`src/rtl/prog_loader.sv`:
```
// -----------------------------------------------------------------------------
// prog_loader
//
// Streams bytes from a valid/ready source into a simple synchronous memory,
// starting at base_addr and continuing for length bytes. Each accepted byte
// gets one WRITE cycle. With the optional read-back feature, the byte is also
// read back for one VERIFY cycle and compared against what was written.
//
// Optional feature macro: PROG_LOADER_VERIFY_EN
//   defined   : VERIFY state and the sticky error output exist; every byte is
//               read back one cycle after its write.
//   undefined : no VERIFY state, no error port, mem_read is tied to 0.
//
// Handshake: a stream byte transfers on a posedge where in_valid and in_ready
// are both high. in_ready depends only on the FSM state, never on in_valid,
// and the source must hold in_data stable while in_valid is high and
// in_ready is low.
//
// Ports
//   clk          in   single clock, all state updates on posedge
//   rst_n        in   synchronous active-low reset
//   start        in   load request, only honoured in IDLE
//   base_addr    in   first memory address of the load
//   length       in   byte count; 0 means the full 2^ADDR_W locations
//   in_valid     in   stream byte present
//   in_data      in   stream byte
//   in_ready     out  loader can accept a stream byte (WAIT only)
//   mem_write    out  memory write strobe, captured by memory on next posedge
//   mem_read     out  memory read enable, read_data returns combinationally
//   access_addr  out  memory address
//   write_data   out  memory write data
//   read_data    in   memory read data
//   busy         out  high in every state except IDLE
//   done         out  one-cycle pulse at the end of a load
//   error        out  sticky read-back mismatch (PROG_LOADER_VERIFY_EN only)
//   dbg_state    out  current FSM state encoding, for observation
// -----------------------------------------------------------------------------
module prog_loader #(
    parameter int ADDR_W = 8,
    parameter int DATA_W = 8
) (
    input  logic              clk,
    input  logic              rst_n,
    input  logic              start,
    input  logic [ADDR_W-1:0] base_addr,
    input  logic [ADDR_W-1:0] length,
    input  logic              in_valid,
    input  logic [DATA_W-1:0] in_data,
    output logic              in_ready,
    output logic              mem_write,
    output logic              mem_read,
    output logic [ADDR_W-1:0] access_addr,
    output logic [DATA_W-1:0] write_data,
    input  logic [DATA_W-1:0] read_data,
    output logic              busy,
    output logic              done,
`ifdef PROG_LOADER_VERIFY_EN
    output logic              error,
`endif
    output logic [2:0]        dbg_state
);

    // FSM encoding
    localparam logic [2:0] S_IDLE   = 3'd0;
    localparam logic [2:0] S_WAIT   = 3'd1;
    localparam logic [2:0] S_WRITE  = 3'd2;
`ifdef PROG_LOADER_VERIFY_EN
    localparam logic [2:0] S_VERIFY = 3'd3;
`endif
    localparam logic [2:0] S_DONE   = 3'd4;

    localparam logic [ADDR_W-1:0] ADDR_ONE = {{(ADDR_W-1){1'b0}}, 1'b1};
    localparam logic [ADDR_W:0]   REM_ONE  = {{ADDR_W{1'b0}}, 1'b1};
    localparam logic [ADDR_W:0]   REM_FULL = {1'b1, {ADDR_W{1'b0}}};

    // State and datapath registers
    logic [2:0]        state_q,     state_d;
    logic [ADDR_W-1:0] addr_q,      addr_d;
    logic [ADDR_W:0]   remaining_q, remaining_d;
    logic [DATA_W-1:0] data_q,      data_d;
`ifdef PROG_LOADER_VERIFY_EN
    logic              error_q,     error_d;
`endif

    // -------------------------------------------------------------------------
    // Next-state logic
    // -------------------------------------------------------------------------
    always_comb begin
        state_d     = state_q;
        addr_d      = addr_q;
        remaining_d = remaining_q;
        data_d      = data_q;
`ifdef PROG_LOADER_VERIFY_EN
        error_d     = error_q;
`endif

        case (state_q)
            S_IDLE: begin
                if (start) begin
                    addr_d = base_addr;
                    // A zero length means the whole address space; the extra
                    // counter bit lets us represent 2^ADDR_W exactly.
                    remaining_d = (length == '0) ? REM_FULL : {1'b0, length};
`ifdef PROG_LOADER_VERIFY_EN
                    error_d = 1'b0;
`endif
                    state_d = S_WAIT;
                end
            end

            S_WAIT: begin
                if (in_valid) begin
                    data_d  = in_data;
                    state_d = S_WRITE;
                end
            end

            S_WRITE: begin
                // Address wraps naturally at 2^ADDR_W.
                addr_d      = addr_q + ADDR_ONE;
                remaining_d = remaining_q - REM_ONE;
`ifdef PROG_LOADER_VERIFY_EN
                state_d = S_VERIFY;
`else
                // remaining_q still counts the byte being written now.
                state_d = (remaining_q == REM_ONE) ? S_DONE : S_WAIT;
`endif
            end

`ifdef PROG_LOADER_VERIFY_EN
            S_VERIFY: begin
                if (read_data != data_q) begin
                    error_d = 1'b1;
                end
                // Counter was already decremented when WRITE was left.
                state_d = (remaining_q == '0) ? S_DONE : S_WAIT;
            end
`endif

            S_DONE: begin
                // start is deliberately not looked at here.
                state_d = S_IDLE;
            end

            default: begin
                state_d = S_IDLE;
            end
        endcase
    end

    // -------------------------------------------------------------------------
    // Registers (synchronous active-low reset)
    // -------------------------------------------------------------------------
    always_ff @(posedge clk) begin
        if (!rst_n) begin
            state_q     <= S_IDLE;
            addr_q      <= '0;
            remaining_q <= '0;
            data_q      <= '0;
`ifdef PROG_LOADER_VERIFY_EN
            error_q     <= 1'b0;
`endif
        end else begin
            state_q     <= state_d;
            addr_q      <= addr_d;
            remaining_q <= remaining_d;
            data_q      <= data_d;
`ifdef PROG_LOADER_VERIFY_EN
            error_q     <= error_d;
`endif
        end
    end

    // -------------------------------------------------------------------------
    // Outputs, decoded only from state and registers
    // -------------------------------------------------------------------------
    assign in_ready   = (state_q == S_WAIT);
    assign mem_write  = (state_q == S_WRITE);
    assign busy       = (state_q != S_IDLE);
    assign done       = (state_q == S_DONE);
    assign write_data = (state_q == S_WRITE) ? data_q : '0;
    assign dbg_state  = state_q;

`ifdef PROG_LOADER_VERIFY_EN
    assign mem_read = (state_q == S_VERIFY);
    assign error    = error_q;

    // In VERIFY the address register has already advanced past the byte
    // just written, so step back one to read that same location.
    always_comb begin
        access_addr = '0;
        if (state_q == S_WRITE) begin
            access_addr = addr_q;
        end else if (state_q == S_VERIFY) begin
            access_addr = addr_q - ADDR_ONE;
        end
    end
`else
    assign mem_read    = 1'b0;
    assign access_addr = (state_q == S_WRITE) ? addr_q : '0;

    // read_data has no consumer without the read-back feature.
    logic unused_read_data;
    assign unused_read_data = ^read_data;
`endif

endmodule
```
`config.mk`:
```
export PLATFORM = sky130hd
export DESIGN_NAME = prog_loader
export DESIGN_NICKNAME = d
export VERILOG_FILES = /design/src/rtl/prog_loader.sv
export SDC_FILE = /design/constraint.sdc
export NUM_CORES = 1
export LEC_CHECK = 0
export ABC_AREA = 1
export BUFFER_PORTS_ARGS = -buffer_cell sky130_fd_sc_hd__buf_2
export CAP_MARGIN = 40
export CORE_MARGIN = 2
export CORE_UTILIZATION = 49
export CTS_CLUSTER_SIZE = 10
export DETAILED_ROUTE_END_ITERATION = 6
export GPL_TIMING_DRIVEN = 0
export PLACE_DENSITY_LB_ADDON = 0.1
export SYNTH_ARGS = -nofsm -noshare
export SYNTH_HDL_FRONTEND = slang
export SYNTH_SLANG_ARGS = --single-unit
```
`constraint.sdc`:
```
create_clock -name clk -period 1.7 [get_ports clk]
set_input_delay 0.085 -clock clk [delete_from_list [all_inputs] [get_ports clk]]
set_output_delay 0.085 -clock clk [all_outputs]
set_load 0.02 [all_outputs]
```
==> flow_summary.json, run 1 <==
{
  "grt_usage_pct": 21.4,
  "cts_hold_buffers": 0,
  "hold_ws_ps": 23.3,
  "ir_drop_mv": 0.350,
  "final_common_cell": "buf_2",
  "fmax_mhz": 625,
  "crit_family": "buffers and inverters",
  "critPathMaxStageDelay_ps": 380,
  "worstHoldEndpoint": "data_q[6]",
  "wirelength_mm": 3.94,
  "synthSimpleGateAreaFrac_pct": 30.3,
  "setup_violations": 0,
  "finalHoldViolCount": 0,
  "timing.rr.start": "remaining_q[0]",
  "fin_crit_ps": 1600,
  "firstDrtPassIters": 4,
  "crit_arrival_ps": 1510,
  "htreeDepth": 1,
  "max_cap_violations": 0,
  "io_buffers": 50,
  "start_util_pct": 52.5,
  "cp_slowest_cell": "dfxtp_1",
  "cts_buffers": 3,
  "powerDensity_nw_per_um2": 788,
  "die_w_um": 61.6,
  "gp_congestion": 0.846,
  "synthToLayoutAreaGrowth_pct": 22.0,
  "cp_max_fo": 10,
  "clkTransAtPathRegs_ps": 150,
  "synth_top_family_by_area": "simple AND/OR/NAND/NOR gates",
  "synthesis.instances": 255,
  "syn_area_per_cell_um2": 6.38,
  "vias": 1710,
  "synth_cell_types": 31,
  "root_buffer": "clkbuf_4",
  "yosys_warnings": 0,
  "drive_gt1_share_pct": 22.7,
  "path_buf_inv": 3,
  "required_ps": 1620,
  "ant_nets": 0,
  "core_area_um2": 3100,
  "path_cells": "nor2_4 -> nand2_4 -> inv_6 -> buf_4 -> buf_2",
  "post-route-cell-area_um2": 1990,
  "die_h_um": 61.6,
  "fin_crit_sh_pct": 94.0,
  "cts_sinks": 28,
  "netlist_area_um2": 1630,
  "drc": 0,
  "grt_pass1_vias": 1412,
  "postPlaceCellArea_um2": 1930,
  "grt_first_pass_wirelength_mm": 6.16,
  "wire_per_inst_um": 11.2,
  "nNetsFinal": 348,
  "synth_seq_area_share_pct": 34.4,
  "clk-insertion-delay-late_ps": 320,
  "setup_tns_ps": 0,
  "rsz0062_at_grt": "false",
  "ys_ff_latch": 28,
  "synth_compound_area_share_pct": 19.2,
  "hold_class": "in -> reg",
  "crit_path_end_kind": "output port",
  "cts_tree": "done",
  "status": "finished, final reports clean",
  "critPathKind": "reg -> out",
  "synth_fa_ha_area_share_pct": 2.31,
  "skew_ps": 4.48,
  "synth_nets": 294,
  "r2r-end": "remaining_q[8]",
  "hpwl_mm": 3.01,
  "io_pins": 60,
  "grt_max_degree": 20,
  "ff2ff_setup_slack_ps": 180,
  "drt_iter0_drc": 103,
  "final-max-slew-violation-count": 0,
  "crit_start": "dbg_state[0]",
  "min_path_cells": 3,
  "diodes": 0,
  "rows": 20,
  "via_per_inst": 4.86,
  "cts_buffer_depth": 2,
  "synth-xor-area-share_pct": 0.538,
  "grt_overflow_total": 0,
  "dieArea_um2": 3800,
  "hold_start": "in_data[6]",
  "synthMuxAreaShare_pct": 0,
  "cp-start-kind": "flip-flop",
  "antenna_found_initial": 0,
  "r2r_cells": 8,
  "most-common-layout-cells": "buf_2, nand2_1, nor2_1",
  "p_leak_nw": 0.984
}
worst reg2reg max path: stages (launching register included):
cell	delay [ps]
dfxtp_1	370
inv_1	100
ha_1	190
inv_1	50
nor2_1	210
nand3_1	170
o21ai_0	180
nand3_1	80
a21oi_1	110
logic make-up after synthesis:
kind of cell | after synthesis
AND/OR/NAND/NOR | 113
AO/OA/AOI/OAI | 60
buffers and inverters | 49
flip-flops | 28
adder cells (fa/ha/maj) | 3
XOR/XNOR | 1
other | 1
sequential cells by signal, summed over array words and instances, names as in the netlist:
register / flops
addr_q: 8
data_q: 8
dbg_state: 3
remaining_q: 9
worst max-delay path by stage:
stage,endpoint,slack [ps],cells past startpoint
2_1_floorplan,access_addr[0],310,5
3_3_place_gp,remaining_q[8],270,8
3_5_place_dp,remaining_q[8],230,8
4_1_cts,access_addr[1],30,5
5_1_grt,write_data[4],4,5
6_report,mem_write,100,5
cell usage after synthesis (all sizes together):
cell | n | share of area (%)
clkinv | 1 | 0.23
o221ai | 1 | 0.54
conb | 1 | 0.23
nand2 | 52 | 12
xor2 | 1 | 0.54
o21ai | 31 | 9.5
nand4 | 1 | 0.38
inv | 39 | 9.5
o22ai | 1 | 0.38
ha | 3 | 2.3
a21oi | 24 | 7.4
clkbuf | 2 | 0.46
nor2 | 39 | 10
nand3 | 14 | 4.6
o31ai | 1 | 0.46
nor3b | 1 | 0.46
a21boi | 1 | 0.46
buf | 7 | 2.8
dfxtp | 28 | 34
o211ai | 1 | 0.46
or2 | 1 | 0.38
nor3 | 5 | 1.5
where the power goes:
group	total, mW	switching [mW]	internal [mW]
logic	0.373	0.231	0.142
clock network	0.434	0.196	0.238
registers	0.758	0.0452	0.712
total	1.56	0.472	1.09
metal layers:
metal / routed length [µm] / share of wire, % / vias to the layer above / track usage, %
met1: 2020 / 51 / 740 / 30.2
met3: 226 / 5.7 / 2 / 2.52
met4: 22 / 0.56 / 0 / 4.56
met5: 0 / 0 / - / 0
li1: - / - / 921 / -
met2: 1670 / 42 / 47 / 35.3
stage by stage:
step | util [%] | cells | total power, mW | setup slack (ps)
3_3_place_gp | 62.3 | 349 | 1.14 | 265
2_1_floorplan | - | 255 | 1.03 | 310
5_1_grt | 64.0 | 352 | 1.66 | 3.67
3_5_place_dp | 62.3 | 349 | 1.14 | 232
4_1_cts | 63.8 | 352 | 1.57 | 33.6
6_report | 64.0 | 352 | 1.56 | 101
repair_timing:
item	in CTS	in global routing
endpoints found under the setup margin	10	11
gates resized for setup	0	3
setup buffers	0	0
final cells by class:
| type | count | area [µm²] |
|---|---|---|
| Fill cell | 326 | 1120 |
| Multi-Input combinational cell | 178 | 856 |
| Sequential cell | 28 | 561 |
| Timing Repair Buffer | 50 | 250 |
| Inverter | 40 | 160 |
| Tap cell | 44 | 55.1 |
| Buffer | 8 | 51.3 |
| Clock inverter | 1 | 30.0 |
| Clock buffer | 3 | 22.5 |
(Power assumes the default switching activity.)
==> run 2, diff against run 1 <==
Settings changed: CORE_UTILIZATION 49 to 53, MAX_ROUTING_LAYER set to met4.
Clock period 1.7 ns to 2 ns, I/O delays scaled along.
==> flow_summary.json, run 2 (synthesized netlist as in run 1, its figures left out) <==
{
  "final_cells": 342,
  "drt_iter0_drc": 45,
  "cp_max_fo": 10,
  "drive_gt1_share_pct": 23.0,
  "die_w_um": 59.4,
  "vias": 1755,
  "crit_arrival_ps": 1700,
  "gp_congestion": 0.897,
  "layout_setup_ws_ps": 201,
  "regMostFlops": "remaining_q",
  "fin_crit_sh_pct": 89.9,
  "cts_setup_buffers": 0,
  "start_util_pct": 54.7,
  "synthToLayoutAreaGrowth_pct": 21.1,
  "max_cap_violations": 0,
  "dp_slack_ps": 489,
  "grt_usage_pct": 24.9,
  "fmax_mhz": 556,
  "wire_per_inst_um": 11.4,
  "dieArea_um2": 3530,
  "antenna_found_initial": 0,
  "cts-resized-gates": 0,
  "clkTransAtPathRegs_ps": 150,
  "setup_tns_ps": 0,
  "status": "finished, final reports clean",
  "p_leak_nw": 0.985,
  "io_pins": 60,
  "skew_ps": 1.36,
  "root_buffer": "clkbuf_4",
  "wirelength_mm": 3.89,
  "p_seq_share_pct": 48.3,
  "rsz0062_at_grt": "false",
  "critPathKind": "reg -> out",
  "r2r_cells": 8,
  "diodes": 0,
  "grt_pass1_vias": 1602,
  "crit_path_end_kind": "output port",
  "cts_buffers": 3,
  "most-common-layout-cells": "buf_2, nand2_1, nor2_1",
  "rows": 20,
  "firstDrtPassIters": 4,
  "finalHoldViolCount": 0,
  "ant_nets": 0,
  "postPlaceCellArea_um2": 1920,
  "powerDensity_nw_per_um2": 676,
  "reg_top3": "remaining_q x9, addr_q x8, data_q x8",
  "final_common_cell": "buf_2",
  "die_h_um": 59.4,
  "cp-start-kind": "flip-flop",
  "post-route-cell-area_um2": 1970,
  "hpwl_mm": 2.97,
  "min_path_cells": 3,
  "grt_first_pass_wirelength_mm": 6.64,
  "final-max-slew-violation-count": 0,
  "via_per_inst": 5.13,
  "grt_overflow_total": 0,
  "fin_crit_ps": 1800,
  "hold_class": "in -> reg",
  "p_sw_mw": 0.404,
  "largest_register_ffs": 9,
  "setup_violations": 0,
  "clk-insertion-delay-late_ps": 330,
  "placed_cells": 338,
  "combPwrFrac_pct": 23.8,
  "cts_hold_buffers": 0,
  "required_ps": 1900,
  "p_int_mw": 0.929,
  "power_frac_clock_pct": 27.9,
  "drc": 0,
  "finalPower_mw": 1.33,
  "netSwitchingFraction_pct": 30.3,
  "htreeDepth": 1,
  "nNetsFinal": 349,
  "io_buffers": 50,
  "cts_sinks": 28,
  "cts_buffer_depth": 2,
  "ir_drop_mv": 0.343,
  "grt_max_degree": 17,
  "cts_tree": "done",
  "core_area_um2": 2980
}
-- run 2: power groups by stage --
| stage | registers, mW | logic, mW | clock network, mW |
|---|---|---|---|
| after floorplan | 0.649 | 0.230 | 0 |
| after global placement | 0.654 | 0.311 | 0 |
| after detailed placement | 0.655 | 0.316 | 0 |
| after CTS | 0.643 | 0.317 | 0.376 |
| after global routing | 0.649 | 0.364 | 0.396 |
| final | 0.643 | 0.317 | 0.372 |
-- run 2: per-layer routing --
layer	wire [µm]	GRT usage, %	share of wire, %	up-vias
li1	-	-	-	927
met1	1820	30.3	47	788
met2	1860	43.0	48	34
met3	145	2.62	3.7	6
met4	59	7.47	1.5	0
met5	0	-	0	-
-- run 2: area by class of cell --
type                            instances  area (µm²)
Clock buffer                            3        22.5
Clock inverter                          1        30.0
Multi-Input combinational cell        178         856
Inverter                               40         158
Sequential cell                        28         561
Fill cell                             309        1010
Buffer                                  9        53.8
Tap cell                               33        41.3
Timing Repair Buffer                   50         250
-- run 2: path summary, 6_finish.rpt --
check        slack [ps]           start        endpoint
max reg2reg         440  remaining_q[1]  remaining_q[8]
max                 200    dbg_state[0]  access_addr[3]
min reg2reg         460       data_q[2]       data_q[2]
min                  30      in_data[4]       data_q[4]
-- run 2: critical path: stages, from the launching register on --
cell	delay, ps
dfxtp_1	390
nor2_4	170
nand2_4	120
buf_2	200
buf_2	200
nor2_1	120
buf_2	180
-- run 2: through the flow --
stage,hold WS (ps),utilization [%]
after floorplan,276,-
after global placement,374,64.5
after detailed placement,383,64.5
after CTS,34.1,66.2
after global routing,51.3,66.2
final,28.5,66.2
